--- src/rtl/spi_p_master_pkg.sv ---
// Shared types and constants for the spi_p_master block.
// Latency: n/a (declarations only).
// Backpressure: n/a.
package spi_p_pkg;

    localparam int SPI_P_DIV_W    = 4;
    localparam int SPI_P_MAX_BITS = 16;

    typedef enum logic [2:0] {
        IDLE,
        SETUP,
        SHIFT_HI,
        SHIFT_LO,
        HOLD
    } spi_p_state_t;

endpackage

--- src/rtl/spi_p_master_clkgen.sv ---
// sclk phase divider: div_o counts 0..CLK_DIV-1 while enabled, phase_end_o marks the last count.
// Latency: phase_end_o is combinational from the registered count.
// Backpressure: none; clearing en_i parks the counter at 0.
module spi_p_clkgen
    import spi_p_pkg::*;
#(
    parameter int CLK_DIV = 4
) (
    input  logic                   clk_i,
    input  logic                   rst_ni,
    input  logic                   en_i,
    output logic [SPI_P_DIV_W-1:0] div_o,
    output logic                   phase_end_o
);

    localparam logic [SPI_P_DIV_W-1:0] DIV_LAST = SPI_P_DIV_W'(CLK_DIV - 1);

    logic [SPI_P_DIV_W-1:0] div_q;

    always_ff @(posedge clk_i or negedge rst_ni) begin
        if (!rst_ni) begin
            div_q <= '0;
        end else if (!en_i || (div_q == DIV_LAST)) begin
            div_q <= '0;
        end else begin
            div_q <= div_q + SPI_P_DIV_W'(1);
        end
    end

    assign div_o       = div_q;
    assign phase_end_o = en_i && (div_q == DIV_LAST);

endmodule

--- src/rtl/spi_p_master.sv ---
// Mode-0 SPI master, LSB first, active-high cs; SPI_P_MASTER_LOOPBACK_EN adds a rx-from-mosi port.
// Latency: cs rises the cycle after start; done pulses CLK_DIV*(2*DATA_BITS+2)+1 cycles after start.
// Backpressure: start is ignored while busy; start in the done cycle chains frames.
module spi_p_master
    import spi_p_pkg::*;
#(
    parameter int DATA_BITS = 8,
    parameter int CLK_DIV   = 4
) (
    input  logic                   clk,
    input  logic                   reset,
    input  logic                   start,
    input  logic [DATA_BITS-1:0]   tx_data,
    output logic                   busy,
    output logic                   done,
    output logic [DATA_BITS-1:0]   rx_data,
    output logic                   sclk,
    output logic                   cs,
    output logic                   mosi,
    input  logic                   miso,
`ifdef SPI_P_MASTER_LOOPBACK_EN
    input  logic                   loopback,
`endif
    output logic [SPI_P_DIV_W-1:0] div_counter
);

    localparam int IDX_W = $clog2(DATA_BITS + 1);
    localparam logic [IDX_W-1:0] IDX_LAST = IDX_W'(DATA_BITS - 1);
    localparam logic [IDX_W-1:0] IDX_END  = IDX_W'(DATA_BITS);

    spi_p_state_t         state_q;
    logic [DATA_BITS-1:0] tx_q;
    logic [DATA_BITS-1:0] rx_q;
    logic [DATA_BITS-1:0] rx_data_q;
    logic [IDX_W-1:0]     bit_idx_q;
    logic                 sclk_q;
    logic                 cs_q;
    logic                 mosi_q;
    logic                 busy_q;
    logic                 done_q;

    logic                 phase_end;
    logic                 cap_bit;
    logic [DATA_BITS-1:0] tx_d;
    logic [DATA_BITS-1:0] rx_d;

    spi_p_clkgen #(
        .CLK_DIV (CLK_DIV)
    ) u_clkgen (
        .clk_i       (clk),
        .rst_ni      (reset),
        .en_i        (busy_q),
        .div_o       (div_counter),
        .phase_end_o (phase_end)
    );

`ifdef SPI_P_MASTER_LOOPBACK_EN
    logic lb_q;

    always_ff @(posedge clk or negedge reset) begin
        if (!reset) begin
            lb_q <= 1'b0;
        end else if ((state_q == IDLE) && start) begin
            lb_q <= loopback;
        end
    end

    assign cap_bit = lb_q ? mosi_q : miso;
`else
    assign cap_bit = miso;
`endif

    // Both registers shift right: tx exposes the next bit at [0], rx fills from the top so bit 0 lands LSB.
    assign tx_d = tx_q >> 1;
    assign rx_d = (rx_q >> 1) | (DATA_BITS'(cap_bit) << (DATA_BITS - 1));

    always_ff @(posedge clk or negedge reset) begin
        if (!reset) begin
            state_q   <= IDLE;
            tx_q      <= '0;
            rx_q      <= '0;
            rx_data_q <= '0;
            bit_idx_q <= '0;
            sclk_q    <= 1'b0;
            cs_q      <= 1'b0;
            mosi_q    <= 1'b0;
            busy_q    <= 1'b0;
            done_q    <= 1'b0;
        end else begin
            done_q <= 1'b0;
            case (state_q)
                IDLE: begin
                    if (start) begin
                        tx_q      <= tx_data;
                        rx_q      <= '0;
                        bit_idx_q <= '0;
                        mosi_q    <= tx_data[0];
                        cs_q      <= 1'b1;
                        busy_q    <= 1'b1;
                        state_q   <= SETUP;
                    end
                end
                SETUP: begin
                    if (phase_end) begin
                        sclk_q  <= 1'b1;
                        rx_q    <= rx_d;
                        state_q <= SHIFT_HI;
                    end
                end
                SHIFT_HI: begin
                    if (phase_end) begin
                        sclk_q    <= 1'b0;
                        bit_idx_q <= bit_idx_q + IDX_W'(1);
                        if (bit_idx_q != IDX_LAST) begin
                            tx_q   <= tx_d;
                            mosi_q <= tx_d[0];
                        end
                        state_q <= SHIFT_LO;
                    end
                end
                SHIFT_LO: begin
                    // The final low phase still runs its full length before HOLD.
                    if (phase_end) begin
                        if (bit_idx_q == IDX_END) begin
                            state_q <= HOLD;
                        end else begin
                            sclk_q  <= 1'b1;
                            rx_q    <= rx_d;
                            state_q <= SHIFT_HI;
                        end
                    end
                end
                HOLD: begin
                    if (phase_end) begin
                        cs_q      <= 1'b0;
                        busy_q    <= 1'b0;
                        done_q    <= 1'b1;
                        rx_data_q <= rx_q;
                        state_q   <= IDLE;
                    end
                end
                default: state_q <= IDLE;
            endcase
        end
    end

    assign busy    = busy_q;
    assign done    = done_q;
    assign rx_data = rx_data_q;
    assign sclk    = sclk_q;
    assign cs      = cs_q;
    assign mosi    = mosi_q;

endmodule

--- config.mk ---
export PLATFORM = sky130hd
export DESIGN_NAME = spi_p_master
export DESIGN_NICKNAME = d
export VERILOG_FILES = /design/src/rtl/spi_p_master_pkg.sv /design/src/rtl/spi_p_master_clkgen.sv /design/src/rtl/spi_p_master.sv
export SDC_FILE = /design/constraint.sdc
export NUM_CORES = 1
export LEC_CHECK = 0
export CAP_MARGIN = 20
export CORE_MARGIN = 2
export CORE_UTILIZATION = 52
export DETAILED_ROUTE_END_ITERATION = 10
export GPL_TIMING_DRIVEN = 0
export PLACE_DENSITY = 0.85
export SETUP_SLACK_MARGIN = 0.4
export SYNTH_ARGS = -nofsm -noshare
export SYNTH_HDL_FRONTEND = slang
export SYNTH_HIERARCHICAL = 1
export SYNTH_SLANG_ARGS = --single-unit
export TNS_END_PERCENT = 10
--- constraint.sdc ---
create_clock -name clk -period 2.4 [get_ports clk]
set_input_delay 0.48 -clock clk [delete_from_list [all_inputs] [get_ports clk]]
set_output_delay 0.48 -clock clk [all_outputs]
set_load 0.01 [all_outputs]
### Yosys cells after proc, flatten, opt, wreduce, memory -nomap -nowiden

Index checks and enable logic that the tools add are counted.

| operators by class | value |
|---|---|
| add/subtract/negate cells | 2 |
| eq/ne operators | 14 |
| muxes and demuxes | 33 |
| bitwise gates (word level) | 1 |
| reductions and logical operators | 15 |

Operators by type and width:

| cell | number |
|---|---|
| 8-bit 2-to-1 mux | 7 |
| 8-bit one-hot mux with 3 select lines | 1 |
| 3-bit 2-to-1 mux | 6 |
| 8-bit one-hot mux with 2 select lines | 1 |
| 3-bit one-hot mux with 5 select lines | 1 |
| 5-bit AND reduction | 3 |
| 2-bit != test, second input constant | 7 |
| 4-bit 2-to-1 mux | 3 |
| 1-bit 2-to-1 mux | 10 |
| 4-bit by 1-bit adder with 4-bit output, second input constant | 2 |
| 7-bit by 8-bit bitwise OR with 8-bit output | 1 |
| 4-bit one-hot mux with 2 select lines | 1 |
| 3-bit by 2-bit equality test with 1-bit output, second input constant | 2 |
| 3-bit AND reduction | 2 |
| 3-bit nonzero test | 2 |
| 4-bit by 2-bit equality test with 1-bit output, second input constant | 1 |
| 4-bit equality test, second input constant | 1 |
| 4-bit by 3-bit != test with 1-bit output, second input constant | 1 |
| 1-bit one-hot mux with 2 select lines | 2 |
| 4-bit AND reduction | 1 |
| 2-bit nonzero test | 2 |
| 3-bit by 1-bit equality test with 1-bit output, second input constant | 1 |
| 3-bit equality test, second input constant | 1 |
| 3-bit zero test | 1 |
| 5 further kinds | 5 |

| storage, ports and cells | value |
|---|---|
| register bits after elaboration | 39 |
| output and inout port bits | 17 |
| logic and storage cells | 75 |

### Longest topological paths before layout

Gate-level depths: netlist of the first run.

| depth | value |
|---|---|
| word-level depth | 4 |
| gate-level depth with buffers | 7 |

### Hierarchy

Netlist of the first run, hierarchy kept.

By module, submodules not included:

| module | times used | cells an instance | area an instance (um^2) |
|---|---|---|---|
| spi_p_master | 1 | 126 | 1570.3 |
| spi_p_clkgen | 1 | 16 | 195.2 |

### Worst setup path before layout of the first run

OpenSTA, ideal clock, no wires.

| timing | value |
|---|---|
| path type | flip-flop to flip-flop |
| start | reg u_clkgen.div_q[0] (netlist: u_clkgen/div_o[0]) |
| end | reg rx_q[7] |
| arrival | 1.992 ns |
| slack | 0.283 ns |
| stages on the path, launching flop included | 8 |
| clock period less this slack | 2.117 ns |
| cell sequence | dfrtp_1 > ha_1 > nor3b_2 > and2_2 > clkbuf_1 > nand3b_1 > nor2_2 > mux2_2 |

| between the ends | value |
|---|---|
| word-level cells in the longest chain between the ends | 4 |
| elaborated cells on any way between the ends | 5 |
| those cells by class | 3 x eq/ne; 2 x reduce/logical |

Ends and longest elaborated chain:

| item | RTL line | text |
|---|---|---|
| start: declaration | spi_p_master_clkgen.sv:18 | `logic [SPI_P_DIV_W-1:0] div_q;` |
| start signal: assignment | spi_p_master_clkgen.sv:26 | `div_q <= div_q + SPI_P_DIV_W'(1);` |
| 4-bit by 2-bit equality test with 1-bit output (*) | spi_p_master_clkgen.sv:31 | `assign phase_end_o = en_i && (div_q == DIV_LAST);` |
| 1-bit logical AND (*) | spi_p_master_clkgen.sv:31 |  |
| via phase_end | spi_p_master.sv:42 | `logic phase_end;` |
| 2-bit != test (no source line) | -- |  |
| 5-bit AND reduction (no source line) (*) | -- |  |
| end signal: assignment | spi_p_master.sv:106 | `rx_q <= rx_d;` |
| end signal: assignment | spi_p_master.sv:128 | `rx_q <= rx_d;` |
| end: declaration | spi_p_master.sv:33 | `logic [DATA_BITS-1:0] rx_q;` |

Mark *: on every way through the listed nets, which the timed path passes. The rest lies on a longest branch.
A chain may end at the register's enable or synchronous reset.

### Worst setup path in the final report of the first run

| timing | value |
|---|---|
| start | reg u_clkgen.div_q[0] (netlist: u_clkgen/div_o[0]) |
| end | reg rx_data_q[7] (netlist: rx_data[7]) |

| between the ends | value |
|---|---|
| word-level cells in the longest chain between the ends | 3 |

Ends and longest elaborated chain:

| item | RTL line | text |
|---|---|---|
| 4-bit by 2-bit equality test with 1-bit output | spi_p_master_clkgen.sv:31 |  |
| 1-bit logical AND | spi_p_master_clkgen.sv:31 |  |
| via phase_end | spi_p_master.sv:42 |  |
| 2-bit AND reduction (no source line) | -- |  |
| end signal: assignment | spi_p_master.sv:138 | `rx_data_q <= rx_q;` |
| end: declaration | spi_p_master.sv:34 | `logic [DATA_BITS-1:0] rx_data_q;` |

The timed path passes the listed nets, and every way through them passes these cells.

==> summary.txt, run 1 <==
Setup path
  – CP Cell Sequence: ha_2, nor3b_4, and2_4, buf_6, nor4b_4, buf_4, mux2_2
  – CP max stage delay: about 0.38 ns
  – CP Capture Type: register
  – CP max FO: 10
  – WP data arrival: 2.25 ns
  – Critical path's top delay family: simple AND/OR/NAND/NOR gates
  – Crit path max-delay cell type: dfrtp_1
  – Worst Path Required: roughly 2.6 ns
  – CP Launch Type: register
  – Setup CP Type: reg -> reg
  – Buffer and inverter count on the worst path: 2

Timing
  – Clk_skew: a little under 0.006 ns
  – Final setup vio count: 0
  – Final hold vios: 0
  – Final period utilization: 0.838
  – Fin crit period: around 2.0 ns
  – RSZ-0062 raised after global routing: true
  – Max Freq: approximately 0.50 GHz
  – Tightest Pin Transition: around 0.84 ns
  – Final Max Tran Viols: 0
  – Setup TNS Final: 0 ns
  – Rel. slew slack: 0.442

Synthesis
  – Synth Area in Adders: 0.0213
  – Register area share after synthesis: 0.539
  – Yosys reg bits: 38
  – Mux cell area share after synthesis: 0.201
  – Net Count, Synth: 157
  – Average cell area after synthesis: about 12 sq um
  – Ys async rst share: 1.00
  – Post-synth EDFFs: 0
  – Warnings, synthesis: 6
  – Top_reg_cell synth: dfrtp_1
  – Leading area contributor after synthesis: dfrtp_1
  – Post-Synthesis Cells: ~140
  – Top cell type's share of synthesized area: 0.539
  – Top post-synthesis cells by area: dfrtp_1, mux2_2, mux2i_1, ha_1, inv_1
  – Synthesized area: ~1800 sq um
  – Xor-xnor portion of the synthesized cell area: 0
  – Netlist cell types: 36
  – Largest family of logic cells by synthesized area: multiplexers
  – Compound-Gate Fraction of Synth Area: 0.0567
  – Post-synthesis simple-gate area fraction: 0.143

Place
  – Placer Congestion: about 0.75
  – Detailed placement HPWL: 2.23 mm
  – IO buf count: 28
  – Placed cell count: 216

Final layout
  – Fin cells: around 230
  – Nets: slightly above 200
  – Layout cells sized above 1: 0.335
  – Diodes inserted: 0
  – Area growth, synth to finish: 33.2%
  – Core Util, Final: 0.711

Detailed routing
  – Drc violations: 0
  – First-pass detailed-route iteration total: 4
  – Routed wire length: about 3.4 mm
  – Via count: between 1000 and 1500
  – Vias/cell: 5.33
  – Detail Route Antenna Nets: 0
  – Avg WL per Cell: approximately 15 microns
  – 1st-iter DRT viols: 55

CTS
  – H-tree depth: 2
  – CTS Sinks: 38
  – CTS max path bufs: 2
  – CTS buffer count: 5
  – TritonCTS clock tree: built
  – Root Buffer: clkbuf_4
  – Clock-pin transition on the worst setup and hold timing paths: about 0.12 ns
  – Worst skew pair latency: between 0.3 and 0.4 ns

Floorplanning
  – Starting Density: 0.533
  – DIE WIDTH: between 60 and 70 microns
  – Die height: ~62 microns
  – Core Region: about 3300 sq um
  – # rows: 21
  – Die area: roughly 3900 sq um
  – Num ports: 29

Min path
  – Worst min path class: in -> async

Global route
  – Largest net degree at the start of global routing: 39
  – Gr usage total: 0.186
  – Antenna violations before repair: 0
  – GRT Residual Overflow: 0
  – First-pass GRT wire length: roughly 5.7 mm
  – Vias in the first global route: between 1000 and 1500

Run status
  – Status: finished clean

Pwr
  – Leakage power: roughly 1.0 nW
  – PnR Total Power: between 2 and 2.5 mW
  – Maximum vdd drop: about 0.81 mV
  – Power per cell area: 1060 nW/um^2

Run
  – Max Cap Viol: 0
per-stage QoR:
stage	area [sq um]	hold slack (ns)	setup slack, ns
floorplan	1770	0.184	0.412
global placement	2110	0.484	0.0578
detailed placement	2110	0.495	0.00500
CTS	2300	0.224	0.369
global route	2350	0.251	0.323
finish	2350	0.221	0.388
logic make-up (layout without fill, tap and decap cells):
kind of cell             count (synthesis)  after routing
flip-flops                              38             38
multiplexers                            32             32
AO/OA/AOI/OAI                           14             14
buffers and inverters                   16             62
adder cells (fa/ha/maj)                  3              3
AND/OR/NAND/NOR                         39             39
what timing repair did:
action,4_1_cts,5_1_grt
buffers inserted,6,3
pin swaps,2,3
resized for setup,7,9
cloned,1,0
hold buffers,0,0
setup endpoints to repair,22,25
routing by layer:
metal / routed length [microns] / global-route usage / vias to the layer above
li1: - / - / 592
met1: 1430 / 0.222 / 617
met2: 1800 / 0.322 / 34
met3: 146 / 0.0507 / 5
met4: 40 / 0.0722 / 0
met5: 0 / 0 / -
synth_stat cells (all sizes together) (2+ instances only):
master and n:
dfrtp 38, buf 6, and4b 2, nand3 4
nor2 8, nor3b 3, o21ai 3, or4 2
a21oi 4, mux2i 5, mux2 27, nor4b 2
nand3b 3, nand2 7, nand2b 2, inv 9
ha 3
cell type report:
| class | instances | area (sq um) |
|---|---|---|
| fill | 254 | 958 |
| buffer | 7 | 46.3 |
| sequential | 38 | 952 |
| tap | 46 | 57.6 |
| timing repair buffer | 38 | 350 |
| clock inverter | 3 | 68.8 |
| multi-input combinational | 88 | 806 |
| inverter | 9 | 33.8 |
| clock buffer | 5 | 37.5 |
state kept, by name (all words and copies together), names as in the netlist:
name            count
tx_q                8
state_q             3
rx_data             8
done                1
rx_q                8
bit_idx_q           4
busy                1
u_clkgen/div_o      4
sclk                1
layout by cell type, fill, tap and decap left out, types with 2 or more instances in the layout:
cell	n
a21oi_1	3
and4b_1	2
buf_2	5
buf_4	12
bufinv_16	2
clkbuf_4	5
clkdlybuf4s50_1	27
dfrtp_1	37
ha_1	2
inv_1	9
mux2_2	26
mux2i_1	5
nand2_1	7
nand2b_1	2
nand3_1	4
nand3b_1	3
nor2_1	7
nor3b_4	2
o21ai_0	3
or4_1	2
path summary, 6_finish.rpt:
kind	from	to	slack, ns	cells after the start
min	reset	done$_DFF_PN0_	0.22	1
max in group asynchronous	reset	busy$_DFFE_PN0P_	1.61	1
min in group clk	rx_data[4]$_DFFE_PN0P_	rx_data[4]$_DFFE_PN0P_	0.52	1
min reg2reg	rx_data[4]$_DFFE_PN0P_	rx_data[4]$_DFFE_PN0P_	0.52	1
max	u_clkgen/div_o[0]$_DFF_PN0_	rx_data[7]$_DFFE_PN0P_	0.39	7
max reg2reg	u_clkgen/div_o[0]$_DFF_PN0_	rx_data[7]$_DFFE_PN0P_	0.39	7
power by group:
part / switching, mW / leakage (nW) / internal, mW / total [mW]
registers: 0.124 / 0.491 / 0.829 / 0.954
logic: 0.437 / 0.494 / 0.564 / 1.00
clock network: 0.216 / 0.0554 / 0.326 / 0.541
(Power assumes the default switching activity.)
==> run 2, diff against run 1 <==
--- a/config.mk
+++ b/config.mk
@@ -7,10 +7,10 @@
 export LEC_CHECK = 0
 export CAP_MARGIN = 20
 export CORE_MARGIN = 2
-export CORE_UTILIZATION = 52
+export CORE_UTILIZATION = 47
 export DETAILED_ROUTE_END_ITERATION = 10
 export GPL_TIMING_DRIVEN = 0
-export PLACE_DENSITY = 0.85
+export PLACE_DENSITY = 0.82
 export SETUP_SLACK_MARGIN = 0.4
 export SYNTH_ARGS = -nofsm -noshare
 export SYNTH_HDL_FRONTEND = slang
==> constraint.sdc (replaced) <==
create_clock -name clk -period 1.7 [get_ports clk]
set_input_delay 0.34 -clock clk [delete_from_list [all_inputs] [get_ports clk]]
set_output_delay 0.34 -clock clk [all_outputs]
set_load 0.01 [all_outputs]
==> run 2 against run 1 <==
The run now ends with negative setup slack left. Global-route usage is 0.21 points lower. Sequential share of layout area is 2.8 points lower. Die area grew 10%. Highest routed layer unchanged.
==> summary.txt, run 2 (synthesis results as in run 1) <==
Run status
  – Status: finished, violations left
  – Failing checks: negative setup slack

Floorplanning
  – Die area: roughly 4300 sq um
  – DIE WIDTH: 65.3 microns
  – Die height: 65.3 microns
  – Core Region: 3630 sq um
  – # rows: 22
  – Num ports: 29
  – Starting Density: 0.486

Setup path
  – CP max stage delay: about 0.36 ns
  – CP max FO: 4
  – CP Cell Sequence: ha_2, nor3b_4, and2_4, buf_8, nor4b_4, buf_4, mux2_4
  – Critical path's top delay family: simple AND/OR/NAND/NOR gates
  – Buffer and inverter count on the worst path: 2
  – Setup CP Type: reg -> reg
  – CP Capture Type: register
  – Crit path max-delay cell type: dfrtp_1
  – FF-to-FF setup slack: -0.23 ns
  – Worst Path Required: roughly 1.9 ns
  – CP Launch Type: register
  – WP data arrival: 2.11 ns

Place
  – Placer Congestion: 0.834
  – DP Worst Slack: -0.593 ns
  – Detailed placement HPWL: 2.24 mm
  – Placed cell count: approximately 220
  – Post-placement cell area: between 2000 and 2500 sq um
  – IO buf count: 28

CTS
  – Root Buffer: clkbuf_8
  – CTS max path bufs: 2
  – CTS Sinks: 38
  – TritonCTS clock tree: built
  – H-tree depth: 2
  – Worst skew pair latency: ~0.29 ns
  – CTS buffer count: 5
  – Clock-pin transition on the worst setup and hold timing paths: ~0.08 ns

Detailed routing
  – Drc violations: 0
  – Via count: 1279
  – First-pass detailed-route iteration total: 4
  – 1st-iter DRT viols: 66
  – Routed wire length: 3.65 mm
  – Detail Route Antenna Nets: 0
  – Avg WL per Cell: about 15 microns
  – Vias/cell: around 5.3

Global route
  – Antenna violations before repair: 0
  – Gr usage total: 0.184
  – First-pass GRT wire length: between 5 and 6 mm
  – GRT Residual Overflow: 0
  – Vias in the first global route: approximately 1200
  – Largest net degree at the start of global routing: 39

Final layout
  – Fin cells: approximately 240
  – Diodes inserted: 0
  – Area growth, synth to finish: 43.5%
  – Layout fillers: between 200 and 300
  – Layout cells sized above 1: 0.397
  – Core Util, Final: 0.697
  – Most common cell after layout, fill and taps aside: dfrtp_1
  – Nets: 208
  – Final instance area: between 2000 and 3000 sq um
  – Most frequent cells in the layout: dfrtp_1, buf_4, mux2_4

Timing
  – Final setup vio count: 26
  – Rel. slew slack: 0.445
  – Worst Setup Slack, final: -0.230 ns
  – Final hold vios: 0
  – Fin crit period: ~1.9 ns
  – Hold slack: roughly 0.14 ns
  – Final Max Tran Viols: 0
  – Clk_skew: between 0.005 and 0.006 ns
  – Max Freq: just over 0.5 GHz
  – Setup TNS Final: -4.16 ns
  – Tightest Pin Transition: slightly above 0.8 ns
  – RSZ-0062 raised after global routing: true
  – Final period utilization: 1.14

Run
  – Max Cap Viol: 0

Pwr
  – Maximum vdd drop: about 0.99 mV
  – Comb power frac: 0.411
  – Leakage power: about 1.2 nW
  – Switching Power: 1.16 mW
  – PnR Total Power: 3.90 mW
  – Clk pwr share: 0.242
  – Power per cell area: about 1500 nW/um^2
  – P_int: between 2 and 3 mW
  – Flop pwr share: 0.348
  – Sw frac: 0.297

Min path
  – Worst min path class: in -> async
## run 2: cell types whose count changed in the layout (fill, tap and decap cells not counted), sizes merged
cell | before | now
clkbuf | 5 | 7
buf | 18 | 27
dlymetal6s2s | 0 | 1
clkinv | 1 | 0
clkdlybuf4s50 | 27 | 9
dlygate4sd2 | 0 | 3
clkdlybuf4s15 | 0 | 10
## run 2: worst paths after layout
path	startpoint	end	depth (start not counted)
max in group asynchronous	reset	state_q[2]$_DFFE_PN0P_	1
min reg2reg	rx_data[5]$_DFFE_PN0P_	rx_data[5]$_DFFE_PN0P_	1
min	reset	u_clkgen/div_o[3]$_DFF_PN0_	1
max reg2reg	u_clkgen/div_o[1]$_DFF_PN0_	rx_data[1]$_DFFE_PN0P_	7
max	u_clkgen/div_o[1]$_DFF_PN0_	rx_data[1]$_DFFE_PN0P_	7
min in group clk	rx_data[5]$_DFFE_PN0P_	rx_data[5]$_DFFE_PN0P_	1
## run 2: power groups by stage
| stage | Combinational, mW | Clock, mW | Sequential [mW] |
|---|---|---|---|
| finish | 1.60 | 0.942 | 1.36 |
| global route | 1.74 | 0.998 | 1.39 |
| CTS | 1.39 | 0.960 | 1.34 |
| detailed placement | 1.24 | 0 | 1.37 |
| global placement | 1.17 | 0 | 1.34 |
| floorplan | 0.908 | 0 | 1.34 |
## run 2: layer usage
| layer | global-route usage | part of all wire |
|---|---|---|
| met1 | 0.216 | 0.43 |
| met2 | 0.311 | 0.51 |
| met3 | 0.0462 | 0.040 |
| met4 | 0.0964 | 0.027 |
| met5 | 0 | 0 |
## run 2: repair_timing
item                       4_1_cts  5_1_grt
pin swaps                        6        4
cloned                           1        0
setup endpoints to repair       51       43
setup buffers                    8        7
hold buffers                     0        0
resized for setup               52       21
## run 2: final cells by class
class	count	area, sq um	area share
Inverter	9	33.8	0.0133
Buffer	7	65.1	0.0257
Multi-Input combinational cell	88	875	0.345
Clock inverter	2	60.1	0.0237
Clock buffer	6	82.6	0.0326
Tap cell	48	60.1	0.0237
Sequential cell	38	956	0.377
Timing Repair Buffer	44	402	0.159
==> run 3, diff against run 2 <==
--- a/config.mk
+++ b/config.mk
@@ -12,6 +12,7 @@
 export GPL_TIMING_DRIVEN = 0
 export PLACE_DENSITY = 0.82
 export SETUP_SLACK_MARGIN = 0.4
+export SLEW_MARGIN = 30
 export SYNTH_ARGS = -nofsm -noshare
 export SYNTH_HDL_FRONTEND = slang
 export SYNTH_HIERARCHICAL = 1
==> run 3 against run 2 <==
The flow still finishes with violations (negative setup slack). Non-clock buffer count is 2 lower. Sequential cell count is the same. First-iteration DRC count decreased by 15%. Final cell count is 0.83% lower.
==> summary.txt, run 3 (synthesis results as in run 1) <==
Final layout
  – Most frequent cells in the layout: dfrtp_1, mux2_2, buf_4
  – Most common cell after layout, fill and taps aside: dfrtp_1
  – Layout cells sized above 1: 0.401
  – Diodes inserted: 0
  – Nets: between 200 and 250
  – Core Util, Final: 0.685
  – Area growth, synth to finish: 41.0%

Setup path
  – CP max FO: 8
  – Reg2reg start: state_q[2]$_DFFE_PN0P_
  – CP Capture Type: register
  – WP data arrival: about 2.2 ns
  – Reg2Reg Depth: 4
  – Worst Path Required: approximately 1.9 ns
  – Worst setup startpoint: start
  – Setup CP Type: in -> reg
  – CP Launch Type: input pin

CTS
  – CTS max path bufs: 2
  – Root Buffer: clkbuf_8
  – Worst skew pair latency: about 0.30 ns
  – CTS Sinks: 38
  – CTS buffer count: 5
  – TritonCTS clock tree: built
  – H-tree depth: 2
  – Clock-pin transition on the worst setup and hold timing paths: approximately 0.07 ns

Timing
  – Fin crit period: about 2.0 ns
  – Clk_skew: about 0.0069 ns
  – Tightest Pin Transition: just under 0.7 ns
  – Worst Setup Slack, final: -0.304 ns
  – Final Max Tran Viols: 0
  – Max Freq: around 0.50 GHz
  – RSZ-0062 raised after global routing: true
  – Final period utilization: 1.18
  – Rel. slew slack: 0.535
  – Final setup vio count: 28
  – Final hold vios: 0

Detailed routing
  – Via count: about 1300
  – Vias/cell: around 5.4
  – Routed wire length: about 3.6 mm
  – Avg WL per Cell: ~15 microns
  – Detail Route Antenna Nets: 0
  – First-pass detailed-route iteration total: 4
  – Drc violations: 0
  – 1st-iter DRT viols: 56

Floorplanning
  – Starting Density: 0.486
  – Num ports: 29
  – Core Region: between 3000 and 4000 sq um
  – DIE WIDTH: roughly 65 microns
  – Die height: ~65 microns
  – Die area: 4260 sq um
  – # rows: 22

Global route
  – Vias in the first global route: 1322
  – First-pass GRT wire length: between 6 and 7 mm
  – Antenna violations before repair: 0
  – Gr usage total: 0.196
  – Largest net degree at the start of global routing: 28
  – GRT Residual Overflow: 0

Place
  – Placer Congestion: 0.834
  – IO buf count: 28
  – Detailed placement HPWL: about 2.3 mm

Min path
  – Worst min path class: in -> async

Pwr
  – Maximum vdd drop: ~0.9 mV
  – PnR Total Power: about 3.8 mW
  – Leakage power: about 1.1 nW
  – Power per cell area: around 1500 nW/um^2

Run
  – Max Cap Viol: 0

Run status
  – Status: finished, violations left
  – Failing checks: negative setup slack
==> run 3: cell types whose count changed in the layout (fill, tap and decap cells not counted), moves of 2 or more <==
cell | previous run | this run
buf_2 | 3 | 5
buf_4 | 18 | 11
mux2_2 | 11 | 18
buf_6 | 4 | 7
mux2_4 | 16 | 9
==> run 3: repair_timing <==
action	CTS	global route
setup buffers	9	2
pin swaps	5	7
gates cloned	1	0
hold buffers	1	0
hold endpoints to repair	11	0
resized for setup	61	10
setup endpoints to repair	51	41
==> run 3: final timing paths <==
path,to,slack (ns)
setup / recovery,tx_q[2]$_DFFE_PN0P_,-0.30
hold / removal,u_clkgen/div_o[1]$_DFF_PN0_,0.46
setup reg to reg,tx_q[2]$_DFFE_PN0P_,-0.30
hold reg to reg,tx_q[5]$_DFFE_PN0P_,0.51
max in group asynchronous,state_q[2]$_DFFE_PN0P_,0.80
min in group clk,tx_q[5]$_DFFE_PN0P_,0.51
==> run 3: where the power goes <==
part	internal, mW	switching, mW	leakage (nW)	total (mW)
clock	0.626	0.319	0.0714	0.944
sequential	1.17	0.182	0.486	1.36
combinational	0.819	0.636	0.562	1.45
total	2.62	1.14	1.12	3.75
==> run 3: stage by stage <==
| step | cells | cell area (sq um) | TNS (ns) | setup slack (ns) | hold WS (ns) |
|---|---|---|---|---|---|
| after global placement | 218 | 2160 | -28.97 | -0.532 | 0.476 |
| after detailed placement | 219 | 2170 | -10.32 | -0.589 | 0.242 |
| after global routing | 240 | 2490 | -8.52 | -0.369 | 0.481 |
| after CTS | 238 | 2440 | -6.43 | -0.296 | 0.475 |
| final | 240 | 2490 | -5.83 | -0.304 | 0.460 |
| after floorplan | 142 | 1820 | -4.24 | -0.237 | 0.0444 |
==> run 3: worst max-delay path, cell delays in order <==
cell,delay [ns]
clkdlybuf4s50_1,0.50
or4b_1,0.50
buf_6,0.17
a21oi_4,0.28
mux2_2,0.38
==> run 3: area by class of cell <==
type / count / area [sq um]
Tap cell: 48 / 60.1
Multi-Input combinational cell: 88 / 840
Clock buffer: 6 / 82.6
Timing Repair Buffer: 42 / 390
Buffer: 7 / 66.3
Sequential cell: 38 / 956
Fill cell: 263 / 1140
Clock inverter: 2 / 60.1
Inverter: 9 / 33.8
==> run 3: metal layers <==
layer	global-route usage	vias to the layer above	share of wire
met5	0	-	0
met2	0.333	39	0.52
met3	0.0428	10	0.045
met1	0.227	635	0.41
li1	-	606	-
met4	0.115	0	0.026
